<file path="src/rtl/parcial_junto.sv">
// -----------------------------------------------------------------------------
// parcial_junto
// Iterative Fibonacci calculator. A start request sampled in IDLE latches the
// index n; the CALC state runs one addition per cycle until the down-counter
// reaches zero, then the result is registered on F and DONE pulses for a
// single cycle. Holding start high recomputes back-to-back (period n+3).
//
// Optional build macro: FIB_OVF_EN
//   When defined, adds output `ovf`. The flag reports whether the returned
//   value F(n) itself wrapped, i.e. whether any addition that contributed to it
//   carried out of F_W bits. It is registered together with F at completion.
//   When undefined, there is no `ovf` port and results wrap silently.
// -----------------------------------------------------------------------------
module parcial_junto #(
    parameter int N_W = 16,
    parameter int F_W = 32
) (
    input  logic           clk,
    input  logic           reset,
    input  logic           start,
    input  logic [N_W-1:0] n,
    output logic [F_W-1:0] F,
    output logic           busy,
    output logic           done
`ifdef FIB_OVF_EN
    ,
    output logic           ovf
`endif
);

    typedef enum logic [1:0] {
        IDLE = 2'd0,
        CALC = 2'd1,
        DONE = 2'd2
    } state_t;

    state_t         state_q, state_d;

    // a holds F(k), b holds F(k+1) after k iterations.
    logic [F_W-1:0] a_q, a_d;
    logic [F_W-1:0] b_q, b_d;
    logic [N_W-1:0] cnt_q, cnt_d;
    logic [F_W-1:0] f_q, f_d;

    // One extra bit captures the carry out of the modulo-2^F_W addition.
    logic [F_W:0]   sum_w;

    assign sum_w = {1'b0, a_q} + {1'b0, b_q};

`ifdef FIB_OVF_EN
    // The wrap status follows the values through the pipeline of a/b: b's flag
    // is sticky over every carry that fed into b, and a inherits it when b
    // shifts into a. The result F(n) is a, so a's flag is what gets reported.
    // This keeps the extra look-ahead addition that produces F(n+1) from
    // flagging a result that did not itself wrap.
    logic           ovf_a_q, ovf_a_d;
    logic           ovf_b_q, ovf_b_d;
    logic           ovf_q, ovf_d;
`endif

    // Next-state and datapath update for the IDLE -> CALC -> DONE sequence.
    always_comb begin
        // NOTE: every signal written here gets a default first, so no path
        // through the case leaves it unassigned and no latch is inferred.
        state_d = state_q;
        a_d     = a_q;
        b_d     = b_q;
        cnt_d   = cnt_q;
        f_d     = f_q;
`ifdef FIB_OVF_EN
        ovf_a_d = ovf_a_q;
        ovf_b_d = ovf_b_q;
        ovf_d   = ovf_q;
`endif

        unique case (state_q)
            IDLE: begin
                if (start) begin
                    cnt_d   = n;
                    a_d     = '0;
                    b_d     = F_W'(1);
`ifdef FIB_OVF_EN
                    ovf_a_d = 1'b0;
                    ovf_b_d = 1'b0;
`endif
                    state_d = CALC;
                end
            end

            CALC: begin
                if (cnt_q != '0) begin
                    a_d     = b_q;
                    b_d     = sum_w[F_W-1:0];
                    cnt_d   = cnt_q - N_W'(1);
`ifdef FIB_OVF_EN
                    ovf_a_d = ovf_b_q;
                    ovf_b_d = ovf_b_q | sum_w[F_W];
`endif
                end else begin
                    f_d     = a_q;
`ifdef FIB_OVF_EN
                    ovf_d   = ovf_a_q;
`endif
                    state_d = DONE;
                end
            end

            DONE: begin
                state_d = IDLE;
            end

            default: begin
                state_d = IDLE;
            end
        endcase
    end

    // State and datapath registers with synchronous active-high reset.
    always_ff @(posedge clk) begin
        // NOTE: sequential state uses non-blocking assignments so every
        // register samples the values from before this edge.
        if (reset) begin
            // NOTE: the datapath is reset too, because a and b seed the
            // recurrence and F is visible on the port straight after reset.
            state_q <= IDLE;
            a_q     <= '0;
            b_q     <= F_W'(1);
            cnt_q   <= '0;
            f_q     <= '0;
        end else begin
            state_q <= state_d;
            a_q     <= a_d;
            b_q     <= b_d;
            cnt_q   <= cnt_d;
            f_q     <= f_d;
        end
    end

`ifdef FIB_OVF_EN
    // Overflow tracking registers, reset alongside the result.
    always_ff @(posedge clk) begin
        if (reset) begin
            ovf_a_q <= 1'b0;
            ovf_b_q <= 1'b0;
            ovf_q   <= 1'b0;
        end else begin
            ovf_a_q <= ovf_a_d;
            ovf_b_q <= ovf_b_d;
            ovf_q   <= ovf_d;
        end
    end

    assign ovf = ovf_q;
`endif

    // Status outputs are pure decodes of the registered state.
    assign busy = (state_q == CALC);
    assign done = (state_q == DONE);
    assign F    = f_q;

endmodule

</file>
<file path="config.mk">
export PLATFORM = sky130hd
export DESIGN_NAME = parcial_junto
export DESIGN_NICKNAME = d
export VERILOG_FILES = /design/src/rtl/parcial_junto.sv
export SDC_FILE = /design/constraint.sdc
export NUM_CORES = 1
export LEC_CHECK = 0
export BUFFER_PORTS_ARGS = -buffer_cell sky130_fd_sc_hd__buf_2
export CORE_ASPECT_RATIO = 0.6
export CORE_UTILIZATION = 28
export CTS_CLUSTER_SIZE = 16
export DETAILED_ROUTE_END_ITERATION = 10
export GPL_ROUTABILITY_DRIVEN = 0
export HOLD_SLACK_MARGIN = 0.12
export PLACE_DENSITY = 0.51
export SYNTH_ARGS = -nofsm -noshare
export SYNTH_HDL_FRONTEND = slang
export SYNTH_SLANG_ARGS = --single-unit
</file>
<file path="constraint.sdc">
create_clock -name clk -period 5.51 [get_ports clk]
set_input_delay 0 -clock clk [delete_from_list [all_inputs] [get_ports clk]]
set_output_delay 0 -clock clk [all_outputs]
set_load 0.01 [all_outputs]
</file>
# [Yosys cells after proc, flatten, opt, wreduce, memory -nomap -nowiden]
# Cells that the tools add are included.
[totals] output_inout_bits=34 reg_bits=114 in_bits=19
[classes] reduce_logical=6 addsub=2 bitwise_logic=1 muxes=12 n_eq_ne=5
[op_table] cell="two-way mux 32 bit" count=4
[op_table] cell="one-hot mux 32 bit (2 select lines)" count=2
[op_table] cell="adder 32 bit" count=1
[op_table] cell="two-way mux 16 bit" count=2
[op_table] cell="one-hot mux 16 bit (2 select lines)" count=1
[op_table] cell="nonzero test 16 bit" count=1
[op_table] cell="subtractor 16 x 1 -> 16 bit, second input constant" count=1
[op_table] cell="two-way mux 2 bit" count=2
[op_table] cell="!= test 2 bit, second input constant" count=2
[op_table] cell="one-hot mux 2 bit (2 select lines)" count=1
[op_table] cell="AND reduction 2 bit" count=2
[op_table] cell="AND reduction 3 bit" count=1
[op_table] cell="== test 2 x 1 -> 1 bit, second input constant" count=1
[op_table] cell="== test 2 bit, second input constant" count=1
[op_table] cell="zero test 2 bit" count=1
[op_table] cell="!= test 2 x 1 -> 1 bit, second input constant" count=1
[op_table] cell="nonzero test 2 bit" count=1
[op_table] cell="inverter 1 bit" count=1

# [Logic depth before layout (Yosys ltp)]
# Gate-level depths: netlist of the first run.
[logic_depth] depth_word=3 ltp_mapped=11

# [Worst setup path after synthesis of the first run]
# Ideal clock, no wire load.
[synth_timing] path_kind="reg2reg" start="register a_q[0]" end="register b_q[24]" path_stages_with_launch=12 t_arrival_ns=2.294 required_ns=5.393 n_path_buf=0 path_slack_ns=3.099 cell_sequence="dfxtp_1 ha_1 inv_1 fa_1 nand2b_1 a21oi_1 o31a_1 a31oi_2 o211ai_2 a31oi_1 xnor2_1 a22o_1"
[synth_via] elab_chain_len=3
[synth_rtl] item="start, declared" line="40" source="logic [F_W-1:0] a_q, a_d;"
[synth_rtl] item="start signal, assigned" line="126" source="a_q <= '0;"
[synth_rtl] item="start signal, assigned" line="132" source="a_q <= a_d;"
[synth_rtl] item="adder 32 bit" line="48" source="assign sum_w = {1'b0, a_q} + {1'b0, b_q};"
[synth_rtl] item="two-way mux 32 bit" line="91" source="if (cnt_q != '0) begin"
[synth_rtl] item="one-hot mux 32 bit (2 select lines)" line="76" source="unique case (state_q)"
[synth_rtl] item="end signal, assigned" line="127" source="b_q <= F_W'(1);"
[synth_rtl] item="end signal, assigned" line="133" source="b_q <= b_d;"
[synth_rtl] item="end, declared" line="41" source="logic [F_W-1:0] b_q, b_d;"
# No other way between the ends. The select of a mux whose other input is x is not followed.
# A chain may end at the register's enable or synchronous reset.

# [Final worst setup path of the first run]
[layout_timing] start="register cnt_q[8]" end="register cnt_q[8]"
[layout_via] elab_chain_len=3 word_cells_on_any_way=6 cone_classes="add/sub: 1; eq/ne: 1; mux: 2; reduce/logical: 2"
[layout_rtl] item="start, declared" line="42" source="logic [N_W-1:0] cnt_q, cnt_d;"
[layout_rtl] item="start signal, assigned" line="134" source="cnt_q <= cnt_d;"
[layout_rtl] item="subtractor 16 x 1 -> 16 bit or nonzero test 16 bit (tied branches)" line="94, 91"
[layout_rtl] item="two-way mux 16 bit or != test 2 x 1 -> 1 bit (tied branches)"
[layout_rtl] item="one-hot mux 16 bit (2 select lines) or AND reduction 3 bit (tied branches)"
# Parallel ways exist; a longest one is shown, timed or not. The select of a mux whose other input is x is not followed.

==> results of run 1 <==
[kinds of logic after synthesis]
kind of cell / Yosys count / share of synthesized area, %
simple gates: 238 / 18.3
compound gates: 225 / 27.1
flops: 114 / 37.6
buf+inv: 55 / 5.52
fa+ha+maj: 34 / 7.13
xor+xnor: 28 / 4.04
mux: 2 / 0.330
[power by group through the flow]
stage	registers, mW	clock network, mW	logic (mW)
final	0.859	1.21	0.184
after global routing	0.861	1.28	0.205
after CTS	0.858	1.24	0.184
after detailed placement	0.875	0	0.173
after global placement	0.876	0	0.174
after floorplan	0.871	0	0.145
[layer usage]
| layer | global-route usage [%] | routed length [um] | up-vias |
|---|---|---|---|
| met1 | 21.3 | 8540 | 2400 |
| met5 | 0 | 0 | - |
| met4 | 3.46 | 110 | 0 |
| li1 | - | - | 2615 |
| met2 | 19.7 | 5890 | 82 |
| met3 | 4.27 | 566 | 9 |
[registers in the layout (all words and copies together), names as in the netlist]
register	flops
F	32
state_q	2
b_q	32
a_q	32
cnt_q	16
[stage by stage]
stage / setup slack [ps] / hold slack [ps] / instances
after floorplan: 3100 / 152 / 696
after global placement: 2720 / 278 / 990
final: 2640 / 328 / 1039
after global routing: 2430 / 377 / 1039
after CTS: 2630 / 306 / 1039
after detailed placement: 2660 / 284 / 990
[worst register-to-register path: stages, from the launching register on]
cell	delay (ps)
dfxtp_1	350
or4_4	590
nor4_2	190
and3_1	520
a211o_4	730
nor2_1	140
a21oi_1	160
nor2_1	50
[cells in the mapped netlist (all sizes together) (4+ instances only)]
cell,number
o21ai,29
nand2b,8
nand4,7
a31oi,8
nor2,85
xor2,12
a211oi,9
nand3,11
dfxtp,114
a21o,14
a22oi,49
buf,20
ha,33
inv,12
nor3,8
nor4,4
o211ai,5
and2,7
nor2b,4
clkbuf,23
xnor2,16
nand2,91
a21oi,67
a221oi,4
a22o,17
[final cells by class]
cell class,count,area [um2]
Clock buffer,21,460
Timing Repair Buffer,75,478
Tap cell,279,349
Sequential cell,114,2280
Multi-Input combinational cell,527,3470
Inverter,12,45.0
Clock inverter,11,183
Fill cell,2169,13900
[path summary, 6_finish.rpt]
check / start / endpoint / slack [ps]
setup / recovery: cnt_q[8] / cnt_q[8] / 2640
hold / removal: start / cnt_q[6] / 330
setup reg to reg: cnt_q[8] / cnt_q[8] / 2640
hold reg to reg: F[2] / F[2] / 450
==> key figures, run 1 <==
Run status
  • Status: completed

Cells and area
  • Commonest non-fill, non-tap cells in the layout: 114 x dfxtp_1, 91 x nand2_1, 67 x a21oi_1
  • Final Core Density: 34.4%
  • Post-layout nets: 800
  • Inserted Diodes: 0
  • Most common cell after layout, fill and taps aside: dfxtp_1
  • Share of cells above drive strength 1: 18.7%
  • P&R area growth vs syn: 19.7%
  • Fin area: 0.00727 mm2

GRT
  • Remaining Overflow, GRT: 0
  • Initial antenna violation count: 0
  • Gr usage total: 14.3%
  • First-pass GRT wire length: 24800 um
  • Pin count of the biggest net entering global routing: 75
  • Vias in the first global route: 4736

Power
  • Sequential power share: 38.2%
  • PwrDens: 310 mW/mm2
  • Int Power: 1.72 mW
  • Pwr Total: 2.25 mW
  • Maximum VDD drop: 0.000159 V
  • Logic pwr share: 8.2%
  • Leakage dissipation: 2.96 nW
  • Net Switching: 0.530 mW
  • Clock network fraction of design power: 53.7%
  • Net Sw Frac: 23.5%

Floorplan
  • Row count: 41
  • Chip height: 116 um
  • Ports: 53
  • Starting density of the core: 28.7%
  • Die width: 192 um
  • Core Area: 0.0211 mm2
  • DIE AREA: 0.0223 mm2

Timing
  • Clock skew: 12.0 ps
  • RSZ-0062 raised after global routing: false
  • Worst-Margin Slew: 949 ps
  • Tcrit/Tclk final: 52.1%
  • Slew headroom: 36.5%
  • Setup TNS: 0 ps
  • Hold Vio Cnt, Final: 0
  • Final setup violation count: 0
  • F_max: 0.348 GHz
  • Min Clock Period, post-route: 2870 ps
  • Slew Limit Fails: 0

CTS
  • Post_cts resized: 0
  • CTS tree: built
  • H-Tree Depth: 4
  • Num CTS Buffers: 17
  • Setup Buffers After CTS: 0
  • Clk root buf: clkbuf_16
  • CTS max path bufs: 2
  • Post-CTS Hold Fix Bufs: 17
  • CTS clk-pin slew, worst paths: 60 ps
  • Sink Count: 114
  • Worst-Skew Late Latency: 420 ps

Detailed routing
  • Post-Route WL: 15100 um
  • Vias per cell: 4.91
  • DRC Markers: 0
  • DRT Pass-1 Iters: 4
  • DR iter-0 viols: 285
  • Antenna Nets Post-Route: 0
  • DR WL/cell: 14.5 um
  • Vias: 5106

Hold path
  • Hold path cells: 5
  • Hold Crit Class: primary input to register

Flow run
  • Max cap viols: 0

Yosys
  • Synthesized flop and latch total: 114
  • Yosys top cell area share: 37.6%
  • Syn_nets: 749
  • Cell taking the most area after synthesis: dfxtp_1
  • Register area share after synthesis: 37.6%
  • Number of flops mapped to enable cells by yosys: 0
  • Post-synth ARST share: 0%
  • Syn Area/Cell: 8.72 um2
  • Synthesis Warnings: 0
  • Synth Cell Area: 0.00607 mm2
  • Cells after Synth: 696
  • Synth top area cells: dfxtp_1 38%, ha_1 6.8%, nand2_1 5.6%, a21oi_1 5.5%, a22oi_2 4.1%
  • Synth Flop Type: dfxtp_1
  • Cell variety after synth: 63

Critical path
  • Worst-case reg-to-reg path depth: 7
  • Worst path slowest cell: a211o_4
  • Worst Path Required: 5780 ps
  • Startpoint Class: register
  • CP endpoint kind: register
  • Critical path, cell by cell: or4_4, nor4_2, and3_1, a211o_4, nor2_1, a21oi_1, nor2_1
  • CP dominant cell by count: nor2_1
  • Buf/Inv on CP: 0
  • Worst Path Max Fanout: 56
  • CP delay by family, top: simple AND/OR/NAND/NOR gates
  • Crit-path max cell delay: 730 ps
  • CP Class: register to register
  • Crit path depth: 7
  • WP data arrival: 3150 ps

Place
  • DP Wirelength: 9900 um
  • PortBufs: 52
  • DP Area: 0.00646 mm2
Power figures use the tool's default switching activity.
==> inputs of run 2 (changes only) <==
clock period = 2.93 ns   (was 5.51 ns; I/O delays follow)
==> run 2 against run 1 <==
Compared with the run above: total power up 88%; clock power up 86%; global-route usage up 0.61 points; routed wire length up 2.9%; maximum frequency up 5.9%; critical endpoint is now b_q[26]; largest cell class unchanged.
==> key figures, run 2 (synthesis gave the netlist of run 1 again) <==
Timing
  • Final setup violation count: 0 (unchanged)
  • Hold Vio Cnt, Final: 0 (unchanged)
  • Min Clock Period, post-route: 2710 ps (-161 ps)
  • F_max: 0.369 GHz (+5.9%)
  • RSZ-0062 raised after global routing: false
  • Tcrit/Tclk final: 92.5% (+40 points)
  • Slew Limit Fails: 0 (unchanged)
  • Slew headroom: 40.9% (+4.4 points)
  • Final WS setup: 218 ps (-2420 ps)
  • Clock skew: 10.6 ps (-1.40 ps)
  • Setup TNS: 0 ps (unchanged)
  • Worst-Margin Slew: 882 ps (-67.5 ps)

Critical path
  • WP data arrival: 3010 ps (-140 ps)
  • CP Class: register to register
  • Startpoint Class: register
  • Worst Path Max Fanout: 5 (-91%)
  • Worst Path Required: 3230 ps (-2550 ps)
  • CP endpoint kind: register
  • Setup slack, reg-to-reg: 220 ps (-2420 ps)
  • Worst-case reg-to-reg path depth: 9 (+2)

Power
  • PwrDens: 575 mW/mm2 (+86%)
  • Leakage dissipation: 2.99 nW (+1.1%)
  • Maximum VDD drop: 0.000369 V (+130%)

Flow run
  • Max cap viols: 0 (unchanged)

Detailed routing
  • DRC Markers: 0 (unchanged)
  • DR WL/cell: 14.9 um (+2.5%)
  • DR iter-0 viols: 308 (+8.1%)
  • Vias per cell: 4.93 (+0.30%)
  • DRT Pass-1 Iters: 5 (+1)
  • Vias: 5141 (+0.69%)
  • Antenna Nets Post-Route: 0 (unchanged)
  • Post-Route WL: 15500 um (+2.9%)

Cells and area
  • Share of cells above drive strength 1: 19.4% (+0.69 points)
  • Final Core Density: 34.8% (+0.39 points)
  • FILL cells: 2264 (+4.4%)
  • Most common cell after layout, fill and taps aside: dfxtp_1
  • Inserted Diodes: 0 (unchanged)
  • Commonest non-fill, non-tap cells in the layout: 114 x dfxtp_1, 91 x nand2_1, 67 x a21oi_1
  • Post-layout nets: 805 (+0.63%)
  • P&R area growth vs syn: 21.1%

Floorplan
  • Die width: 192 um (unchanged)
  • Core Area: 0.0211 mm2 (unchanged)
  • DIE AREA: 0.0223 mm2 (unchanged)
  • Chip height: 116 um (unchanged)
  • Ports: 53 (unchanged)
  • Starting density of the core: 28.7% (unchanged)
  • Row count: 41 (unchanged)

GRT
  • Pin count of the biggest net entering global routing: 65 (-13%)
  • Gr usage total: 14.9% (+0.61 points)
  • Remaining Overflow, GRT: 0 (unchanged)
  • First-pass GRT wire length: 26000 um (+5.0%)
  • Initial antenna violation count: 0 (unchanged)
  • Vias in the first global route: 4834 (+2.1%)

CTS
  • Worst-Skew Late Latency: 410 ps (about the same)
  • CTS tree: built
  • H-Tree Depth: 4 (unchanged)
  • CTS clk-pin slew, worst paths: 60 ps (about the same)
  • Num CTS Buffers: 17 (unchanged)
  • CTS max path bufs: 2 (unchanged)
  • Sink Count: 114 (unchanged)
  • Clk root buf: clkbuf_16

Hold path
  • Hold Crit Class: primary input to register
  • Hold path cells: 5 (unchanged)

Run status
  • Status: completed

Place
  • DP Wirelength: 10400 um (+4.6%)
  • PortBufs: 52 (unchanged)
  • Place WS: 182 ps (-2480 ps)
run 2: cell types whose count changed in the layout (fill, tap and decap cells not counted), sizes merged:
cell,before,now
buf,58,63
clkbuf,21,19
clkinv,5,6
run 2: final timing paths:
path,to,startpoint
hold reg to reg,F[8],F[8]
setup / recovery,b_q[26],a_q[17]
setup reg to reg,b_q[26],a_q[17]
hold / removal,b_q[0],start
run 2: worst max-delay path: stages (launching register included):
cell and delay, ps:
dfxtp_1 330, ha_1 360, a21oi_1 290, nor2_1 110, o31a_1 280, o21ai_0 420, o211ai_4 210, a221oi_2 310
xnor2_1 90, a22o_1 200
run 2: layout make-up:
class | count | area (um2) | share of cell area, %
multi-input cells | 527 | 3480 | 47.3
flip-flops and latches | 114 | 2280 | 31.0
repair buffers | 80 | 566 | 7.69
clock buffers | 19 | 443 | 6.02
well taps | 279 | 349 | 4.75
clock inverters | 12 | 188 | 2.55
inverters | 12 | 45.0 | 0.613
run 2: what timing repair did:
item,CTS,global route
setup buffers,0,1
endpoints found under the setup margin,0,5
gates resized for setup,0,2
hold buffers,17,0
hold endpoints to repair,37,0
run 2: routing by layer:
metal / GRT usage [%] / wire [um] / up-vias
met5: 0 / 0 / -
met4: 3.78 / 126 / 0
met3: 3.85 / 673 / 17
met2: 19.7 / 5910 / 98
met1: 23.2 / 8840 / 2400
li1: - / - / 2626
run 2: where the power goes:
part | internal [mW] | switching [mW] | total [mW]
Sequential | 1.58 | 0.0339 | 1.61
Combinational | 0.130 | 0.235 | 0.364
Clock | 1.52 | 0.732 | 2.25
Total | 3.23 | 1.00 | 4.23
run 2: per-stage QoR:
stage               power, mW  std cells  hold slack [ps]  instance area (um2)
floorplan                1.91        696              152                 6070
CTS                      4.28       1042              299                 7330
global route             4.41       1043              337                 7350
global placement         2.00        994              277                 6530
finish                   4.23       1043              309                 7350
detailed placement       1.99        994              282                 6530
==> inputs of run 3 (changes only) <==
clock period = 2.6 ns   (was 2.93 ns; I/O delays follow)
==> run 3 against run 2 <==
Compared with the run above: sequential share of layout area is 1.2 points lower; critical path depth rose by 2; non-clock buffer count is 25 higher; critical endpoint is now b_q[20]; routed wire length is essentially flat.
==> key figures, run 3 (synthesis gave the netlist of run 1 again) <==
Floorplan
  • Starting density of the core: 28.7% (unchanged)
  • Row count: 41 (unchanged)
  • Chip height: 116 um (unchanged)
  • Die width: 192 um (unchanged)
  • DIE AREA: 0.0223 mm2 (unchanged)
  • Ports: 53 (unchanged)
  • Core Area: 0.0211 mm2 (unchanged)

Power
  • Leakage dissipation: 3.12 nW (+4.2%)
  • Maximum VDD drop: 0.000388 V (+5.0%)
  • PwrDens: 626 mW/mm2 (+9.0%)

Detailed routing
  • Vias: 5161 (+0.39%)
  • Vias per cell: 4.83 (-2.1%)
  • Post-Route WL: 15600 um (about the same)
  • DRC Markers: 0 (unchanged)
  • Antenna Nets Post-Route: 0 (unchanged)
  • DR iter-0 viols: 346 (+12%)
  • DR WL/cell: 14.6 um (-2.4%)
  • DRT Pass-1 Iters: 4 (-1)

CTS
  • Worst-Skew Late Latency: 420 ps (about the same)
  • CTS clk-pin slew, worst paths: 60 ps (about the same)
  • Clk root buf: clkbuf_16
  • CTS max path bufs: 2 (unchanged)
  • H-Tree Depth: 4 (unchanged)
  • Sink Count: 114 (unchanged)
  • Num CTS Buffers: 17 (unchanged)
  • CTS tree: built

Timing
  • Clock skew: 10.8 ps (+0.241 ps)
  • Slew headroom: 54.1% (+13 points)
  • RSZ-0062 raised after global routing: true
  • Min Clock Period, post-route: 2500 ps (-211 ps)
  • F_max: 0.400 GHz (+8.5%)
  • Hold Vio Cnt, Final: 0 (unchanged)
  • Final setup violation count: 0 (unchanged)
  • Worst-Margin Slew: 689 ps (-193 ps)
  • Setup TNS: 0 ps (unchanged)
  • Slew Limit Fails: 0 (unchanged)
  • Tcrit/Tclk final: 96.2% (+3.6 points)

Critical path
  • CP endpoint kind: register
  • Buf/Inv on CP: 1 (+1)
  • CP delay by family, top: compound AO/OA/AOI/OAI gates
  • Startpoint Class: register
  • Worst Path Max Fanout: 3 (-2)
  • CP Class: register to register
  • Crit-path max cell delay: 390 ps (-30 ps)
  • Critical path, cell by cell: ha_1, inv_1, fa_1, nand2b_1, a21oi_2, o31a_1, a31oi_4, o2bb2ai_1, o31ai_1, xor2_1, a22o_1
  • WP data arrival: 2810 ps (-200 ps)
  • Worst path slowest cell: fa_1
  • Worst Path Required: 2910 ps (-320 ps)

Cells and area
  • Fin area: 0.00765 mm2 (+4.0%)
  • Most common cell after layout, fill and taps aside: dfxtp_1
  • Post-layout nets: 830 (+3.1%)
  • P&R area growth vs syn: 25.9%
  • Inserted Diodes: 0 (unchanged)
  • Commonest non-fill, non-tap cells in the layout: 114 x dfxtp_1, 90 x nand2_1, 65 x a21oi_1
  • FILL cells: 2163 (-4.5%)
  • Share of cells above drive strength 1: 23.4% (+4.0 points)

GRT
  • First-pass GRT wire length: 25200 um (-2.9%)
  • Vias in the first global route: 4705 (-2.7%)
  • Remaining Overflow, GRT: 0 (unchanged)
  • Gr usage total: 14.7% (-0.27 points)
  • Initial antenna violation count: 0 (unchanged)
  • Pin count of the biggest net entering global routing: 60 (-7.7%)

Place
  • DP Area: 0.00674 mm2 (+3.1%)
  • DP Wirelength: 10600 um (+2.8%)
  • PortBufs: 52 (unchanged)

Flow run
  • Max cap viols: 0 (unchanged)

Hold path
  • Hold Crit Class: primary input to register

Run status
  • Status: completed
run 3: cell types whose count changed in the layout (fill, tap and decap cells not counted), sizes merged:
cell / previous run / this run
buf: 63 / 88
bufinv: 5 / 4
clkinvlp: 1 / 6
clkinv: 6 / 3
run 3: power breakdown:
part	internal [mW]	total [mW]	leakage (nW)	switching, mW
Clock	1.65	2.53	0.293	0.883
Sequential	1.78	1.82	0.922	0.0355
Combinational	0.166	0.440	1.90	0.275
Total	3.60	4.79	3.12	1.19
run 3: cell type report:
class	instances	area (um2)	share of cell area, %
well taps	279	349	4.57
clock buffers	19	453	5.92
flip-flops and latches	114	2280	29.8
clock inverters	13	184	2.41
multi-input cells	527	3550	46.5
inverters	12	45.0	0.589
repair buffers	105	778	10.2
run 3: worst register-to-register path, cell delays in order (launching register included):
cell,delay [ps]
dfxtp_1,330
ha_1,170
inv_1,60
fa_1,390
nand2b_1,190
a21oi_2,160
o31a_1,210
a31oi_4,140
o2bb2ai_1,200
o31ai_1,250
xor2_1,100
a22o_1,200
run 3: path summary, 6_finish.rpt:
check / slack (ps) / depth (start not counted) / end / startpoint
setup / recovery: 100 / 11 / b_q[20] / b_q[0]
hold / removal: 260 / 4 / state_q[0] / start
setup reg to reg: 100 / 11 / b_q[20] / b_q[0]
hold reg to reg: 450 / 2 / F[8] / F[8]
run 3: metal layers:
metal  part of all wire, %  GRT usage (%)  wire, um  vias up
li1                      -              -         -     2677
met1                    58           23.3      9070     2383
met2                    37           18.3      5780       90
met3                   3.7           3.60       574       11
met4                  0.86           4.88       134        0
met5                     0              0         0        -
run 3: timing repair:
action | 4_1_cts | 5_1_grt
buffers inserted | 2 | 0
hold buffers | 17 | 0
resized for setup | 2 | 16
hold endpoints to repair | 39 | 0
gates cloned | 0 | 0
endpoints found under the setup margin | 7 | 13
pin swaps | 2 | 8
run 3: stage by stage:
step	setup WS [ps]	power (mW)	utilization [%]	instances	hold WS, ps
6_report	99.6	4.79	36.2	1069	260
5_1_grt	-40.8	4.98	36.2	1069	248
4_1_cts	30.0	4.84	35.8	1069	246
3_5_place_dp	-85.1	2.27	31.9	1018	280
3_3_place_gp	-25.7	2.27	31.9	1018	278
2_1_floorplan	189	2.15	-	696	152
